File: config.mk
export PLATFORM = sky130hd
export DESIGN_NAME = toycpu_sequencer
export DESIGN_NICKNAME = d
export VERILOG_FILES = /design/src/rtl/toyseq_pkg.sv /design/src/rtl/toyseq_mem.sv /design/src/rtl/toycpu_sequencer.sv
export SDC_FILE = /design/constraint.sdc
export NUM_CORES = 1
export LEC_CHECK = 0
export BUFFER_PORTS_ARGS = -buffer_cell sky130_fd_sc_hd__buf_4
export CAP_MARGIN = 25
export CELL_PAD_IN_SITES_DETAIL_PLACEMENT = 0
export CELL_PAD_IN_SITES_GLOBAL_PLACEMENT = 1
export CORE_UTILIZATION = 43
export CTS_CLUSTER_DIAMETER = 50
export DETAILED_ROUTE_END_ITERATION = 16
export GPL_ROUTABILITY_DRIVEN = 0
export HOLD_SLACK_MARGIN = 0.12
export PLACE_DENSITY_LB_ADDON = 0.2
export SLEW_MARGIN = 20
export SYNTH_ARGS = -nofsm -noshare
export SYNTH_HDL_FRONTEND = slang
export SYNTH_SLANG_ARGS = --single-unit
File: constraint.sdc
create_clock -name clk -period 2.6 [get_ports clk]
set_clock_uncertainty 0.2 [all_clocks]
set_input_delay 0.65 -clock clk [delete_from_list [all_inputs] [get_ports clk]]
set_output_delay 0.65 -clock clk [all_outputs]
set_load 0.02 [all_outputs]
File: src/rtl/toyseq_pkg.sv
// rtl/toyseq_pkg.sv - shared command encodings, FSM states and sizes for the toy CPU sequencer
package toyseq_pkg;

   localparam int DEF_SCAN_LEN = 19;
   localparam int RUN_CNT_W    = 7;

   typedef enum logic [1:0] {
      CMD_WR   = 2'b00,
      CMD_PTR  = 2'b01,
      CMD_RUN  = 2'b10,
      CMD_SCAN = 2'b11
   } cmd_e;

   typedef enum logic [2:0] {
      ST_IDLE,
      ST_CRST,
      ST_RUN,
      ST_SCAN,
      ST_RESP
   } state_e;

endpackage

File: src/rtl/toyseq_mem.sv
// rtl/toyseq_mem.sv - 16x8 register file, combinational read, synchronous write, no reset
module toyseq_mem (
   input  logic       clk,
   input  logic       we_i,
   input  logic [3:0] waddr_i,
   input  logic [7:0] wdata_i,
   input  logic [3:0] raddr_i,
   output logic [7:0] rdata_o
);

   logic [7:0] mem_q [16];

   always_ff @(posedge clk) begin
      if (we_i) mem_q[waddr_i] <= wdata_i;
   end

   assign rdata_o = mem_q[raddr_i];

endmodule

File: src/rtl/toycpu_sequencer.sv
// rtl/toycpu_sequencer.sv - host loader, CPU reset/run/scan sequencer and memory arbiter
// TOYSEQ_CPU_WRITE_EN: when defined, CPU stores update memory during RUN.
module toycpu_sequencer
   import toyseq_pkg::*;
#(
   parameter int SCAN_LEN = DEF_SCAN_LEN
) (
   input  logic                clk,
   input  logic                rst,
   input  logic                host_valid,
   output logic                host_ready,
   input  logic [1:0]          host_cmd,
   input  logic [7:0]          host_data,
   output logic                busy,
   output logic                resp_valid,
   output logic [SCAN_LEN-1:0] resp_data,
   output logic                cpu_rst,
   output logic                cpu_clk_en,
   output logic                cpu_scan_en,
   input  logic                cpu_scan_out,
   input  logic [3:0]          cpu_addr,
   input  logic                cpu_we,
   input  logic [7:0]          cpu_data_out,
   output logic [7:0]          cpu_data_in
);

   localparam int SCNT_W = $clog2(SCAN_LEN);

   state_e                state_q, state_d;
   logic [3:0]            ptr_q, ptr_d;
   logic [RUN_CNT_W-1:0]  cnt_q, cnt_d;
   logic [SCNT_W-1:0]     scnt_q, scnt_d;
   logic [SCAN_LEN-1:0]   sreg_q, sreg_d;

   logic       mem_we;
   logic [3:0] mem_waddr;
   logic [7:0] mem_wdata;
   logic [7:0] mem_rdata;

   toyseq_mem u_mem (
      .clk     (clk),
      .we_i    (mem_we),
      .waddr_i (mem_waddr),
      .wdata_i (mem_wdata),
      .raddr_i (cpu_addr),
      .rdata_o (mem_rdata)
   );

`ifndef TOYSEQ_CPU_WRITE_EN
   logic unused_cpu_wr;
   assign unused_cpu_wr = ^{cpu_we, cpu_data_out};
`endif

   always_ff @(posedge clk) begin
      if (rst) begin
         state_q <= ST_IDLE;
         ptr_q   <= '0;
         cnt_q   <= '0;
         scnt_q  <= '0;
         sreg_q  <= '0;
      end else begin
         state_q <= state_d;
         ptr_q   <= ptr_d;
         cnt_q   <= cnt_d;
         scnt_q  <= scnt_d;
         sreg_q  <= sreg_d;
      end
   end

   always_comb begin
      state_d     = state_q;
      ptr_d       = ptr_q;
      cnt_d       = cnt_q;
      scnt_d      = scnt_q;
      sreg_d      = sreg_q;
      host_ready  = 1'b0;
      busy        = 1'b1;
      resp_valid  = 1'b0;
      resp_data   = '0;
      cpu_rst     = 1'b0;
      cpu_clk_en  = 1'b0;
      cpu_scan_en = 1'b0;
      cpu_data_in = 8'h00;
      mem_we      = 1'b0;
      mem_waddr   = ptr_q;
      mem_wdata   = host_data;

      case (state_q)
         ST_IDLE: begin
            host_ready = 1'b1;
            busy       = 1'b0;
            if (host_valid) begin
               case (cmd_e'(host_cmd))
                  CMD_WR: begin
                     mem_we = 1'b1;
                     ptr_d  = ptr_q + 4'd1;
                  end
                  CMD_PTR: ptr_d = host_data[3:0];
                  CMD_RUN: begin
                     // A count of 0 runs 128 cycles: the 7-bit decrement wraps through 127..1.
                     cnt_d   = host_data[RUN_CNT_W-1:0];
                     state_d = host_data[7] ? ST_CRST : ST_RUN;
                  end
                  CMD_SCAN: begin
                     scnt_d  = '0;
                     state_d = ST_SCAN;
                  end
                  default: ;
               endcase
            end
         end
         ST_CRST: begin
            cpu_rst     = 1'b1;
            cpu_clk_en  = 1'b1;
            cpu_data_in = mem_rdata;
            state_d     = ST_RUN;
         end
         ST_RUN: begin
            cpu_clk_en  = 1'b1;
            cpu_data_in = mem_rdata;
            cnt_d       = cnt_q - RUN_CNT_W'(1);
            if (cnt_q == RUN_CNT_W'(1)) state_d = ST_IDLE;
`ifdef TOYSEQ_CPU_WRITE_EN
            if (cpu_we) begin
               mem_we    = 1'b1;
               mem_waddr = cpu_addr;
               mem_wdata = cpu_data_out;
            end
`endif
         end
         ST_SCAN: begin
            cpu_scan_en = 1'b1;
            cpu_clk_en  = 1'b1;
            sreg_d      = {sreg_q[SCAN_LEN-2:0], cpu_scan_out};
            scnt_d      = scnt_q + SCNT_W'(1);
            if (scnt_q == SCNT_W'(SCAN_LEN - 1)) state_d = ST_RESP;
         end
         ST_RESP: begin
            resp_valid = 1'b1;
            resp_data  = sreg_q;
            state_d    = ST_IDLE;
         end
         default: state_d = ST_IDLE;
      endcase
   end

endmodule

==> key figures <==
Status
  – Run status: finished, violations left
  – Failing checks: negative setup slack

Clock network
  – CTS tree: yes
  – CTS H-tree depth: 4
  – Clock Sinks: 166
  – Clk buf depth: 2
  – Worst skew pair latency: 430 ps
  – Clk slew on worst S/H paths: about 60 ps
  – Post-CTS Hold Buffers: 0
  – Root Driver: clkbuf_16
  – Num CTS Buffers: 17

GRT
  – Vias in the first global route: 4376
  – Pin count of the biggest net entering global routing: 35
  – First-pass GRT wire length: approximately 24000 µm
  – Antenna violations before repair: 0
  – GRT overflow: 0
  – GR Util All Layers: 0.195

Min path
  – Hold crit path type: flop to flop

Yosys
  – Seq/Total Area, Yosys: 0.658
  – Post-synth EDFFs: ~130
  – Count of cell types in the netlist: 56
  – Post-Syn Area per Cell: 14.1 µm²
  – Net Count, Synth: 531
  – Ys Warns: 0
  – Gate Count Post-Synth: 496
  – Ys async rst share: 0
  – Dominant synthesized flop cell: edfxtp_1
  – FF+latch count, synth: 166
  – Cell Area, Synth: 7000 µm²

Cells and area
  – Register area: around 4600 µm²
  – Net count reported at finish: 618
  – Area Growth Syn to Fin: 24.3%
  – Fin util: 0.548
  – Commonest non-fill, non-tap cells in the layout: 128 x edfxtp_1, 79 x buf_4, 55 x nand2_1
  – Layout Cells excl Fill: 812
  – ANT cells: 0
  – Multi-input logic area: 2290 µm²
  – Fillers: ~1.3k
  – Share of layout cells above drive strength 1: 0.322
  – Commonest non-fill, non-tap cell in the layout: edfxtp_1

Setup path
  – Critical path, cell by cell: buf_12 -> buf_12 -> mux4_2 -> a22oi_2 -> o221ai_4 -> buf_6
  – Arrival @ worst endpoint: 1970 ps
  – Setup crit end kind: output pin
  – Critical-path maximum fanout: 8
  – Crit path kind: input port to output pin
  – Worst path slowest cell: mux4_2
  – Critical path buffers and inverters: 3
  – Critical path's top delay family: multiplexers
  – Worst EP required: about 1800 ps
  – CP most frequent cell: buf_12
  – Crit path largest cell delay: 510 ps
  – Critical Path Start Type: input port

Floorplan
  – Initial Utilization: 0.441
  – Width of the die: between 100 and 150 µm
  – Total core area: 15900 µm²
  – # IOs: 60
  – Die Span Y: about 130 µm
  – Die ar.: 16800 µm²
  – # rows: 46

STA
  – Unrepaired setup endpoints after global routing: yes
  – Final max-slew violation count: 0
  – Endpoints failing setup: 8
  – Relative slew margins: 0.587
  – Period utilization: 1.08
  – Fin. Hold Viols: 0
  – Worst-Margin Slew: 604 ps
  – PnR worst setup slack: -220 ps
  – Max Clock Freq: 355 MHz
  – Final worst path period need: approximately 2800 ps

Detailed routing
  – DR vias: 4307
  – WL final: 14800 µm
  – Via density: 5.30
  – DRT iter0 DRCs: 244
  – DR WL/cell: 18.3 µm
  – DRC: 0
  – Number of iterations in the first detailed-routing pass: 4
  – Final ANT Viol Nets: 0

Power
  – Max rail drop VDD: 423 µV
  – LEAKAGE: 3.09 nW
  – PwrDens: 681 nW/µm²
  – Pwr Total: 5.93 mW

Place
  – HPWL Detailed: 9780 µm
  – Port Buf Inserts: 50
  – Placed insts: 778

Job
  – Max Cap Violations: 0
## metal layers
metal	track usage	share of wire	wire [µm]
met5	0	0	0
met3	0.0421	0.036	538
met4	0.0725	0.014	209
met1	0.243	0.44	6600
met2	0.333	0.51	7490
## through the flow
stage | setup WS (ps) | hold slack (ps) | cell area [µm²] | setup TNS [ps]
2_1_floorplan | -65.6 | 232 | 7150 | -244
3_3_place_gp | -354 | 241 | 7990 | -2480
3_5_place_dp | -379 | 256 | 7990 | -2650
4_1_cts | -263 | 253 | 8670 | -1770
5_1_grt | -255 | 285 | 8700 | -1840
6_report | -220 | 266 | 8700 | -1550
## Yosys cell counts, types with 2 or more instances
cell type / instances / area (µm²)
ha_1: 8 / 100
clkbuf_1: 14 / 52.6
inv_2: 2 / 7.51
or3_1: 3 / 18.8
edfxtp_1: 128 / 3840
buf_2: 4 / 20.0
o221a_2: 2 / 22.5
nand2_1: 55 / 206
inv_1: 26 / 97.6
a21o_1: 2 / 15.0
nor3_1: 8 / 40.0
a21oi_1: 36 / 180
mux4_2: 29 / 653
o221ai_1: 8 / 70.1
mux4_1: 3 / 78.8
a22oi_1: 8 / 60.1
dfxtp_1: 38 / 761
buf_1: 2 / 7.51
and3_1: 20 / 125
nand3_1: 5 / 25.0
nand2b_1: 4 / 25.0
nand3b_1: 3 / 22.5
o21ai_0: 11 / 55.1
nor4_1: 2 / 12.5
buf_4: 6 / 45.0
a211oi_1: 6 / 45.0
and2_1: 3 / 18.8
nor2_1: 30 / 113
nor2b_1: 2 / 12.5
buf_6: 2 / 22.5
## cell type report
cell class              count  share of cell area
inverters                  28              0.0121
multi-input cells         274               0.263
well taps                 216              0.0311
repair buffers             96              0.0976
clock inverters            15              0.0174
clock buffers              17              0.0489
flip-flops and latches    166               0.530
## power breakdown
group	internal (mW)	leakage, nW	switching [mW]
combinational	0.253	1.36	0.320
clock	1.42	0.272	1.03
sequential	2.88	1.46	0.0257
total	4.55	3.09	1.38
## state kept, by name (all words and copies together) (netlist names)
signal / count
u_mem.mem_q: 128
sreg_q: 19
cnt_q: 7
scnt_q: 5
mem_waddr: 4
state_q: 3
## path summary, 6_finish.rpt
kind	from	endpoint	slack, ps	depth (start not counted)
setup / recovery	cpu_addr[1]	cpu_data_in[2]	-220	6
hold / removal	sreg_q[0]$_SDFFE_PP0P_	sreg_q[1]$_SDFFE_PP0P_	270	2
setup reg to reg	state_q[2]$_SDFFE_PP0P_	u_mem.mem_q[0][1]$_DFFE_PP_	350	7
hold reg to reg	sreg_q[0]$_SDFFE_PP0P_	sreg_q[1]$_SDFFE_PP0P_	270	2
## cells by family after synthesis
family / share of synthesized area
fa+ha+maj: 0.0143
xor+xnor: 0.00125
mux: 0.106
flops: 0.658
buf+inv: 0.0361
compound gates: 0.0781
simple gates: 0.106
## tightest hold or removal path: cells and delay by family (launching register included)
kind,cells,cell delay (ps)
simple gates,1,50
compound gates,1,50
flops,1,320
## what timing repair did
item / in CTS / in global routing
resized for setup: 19 / 5
endpoints found under the hold margin: 0 / 0
pin swaps: 8 / 11
setup buffers: 3 / 1
endpoints found under the setup margin: 9 / 9
Power figures use the tool's default switching activity.
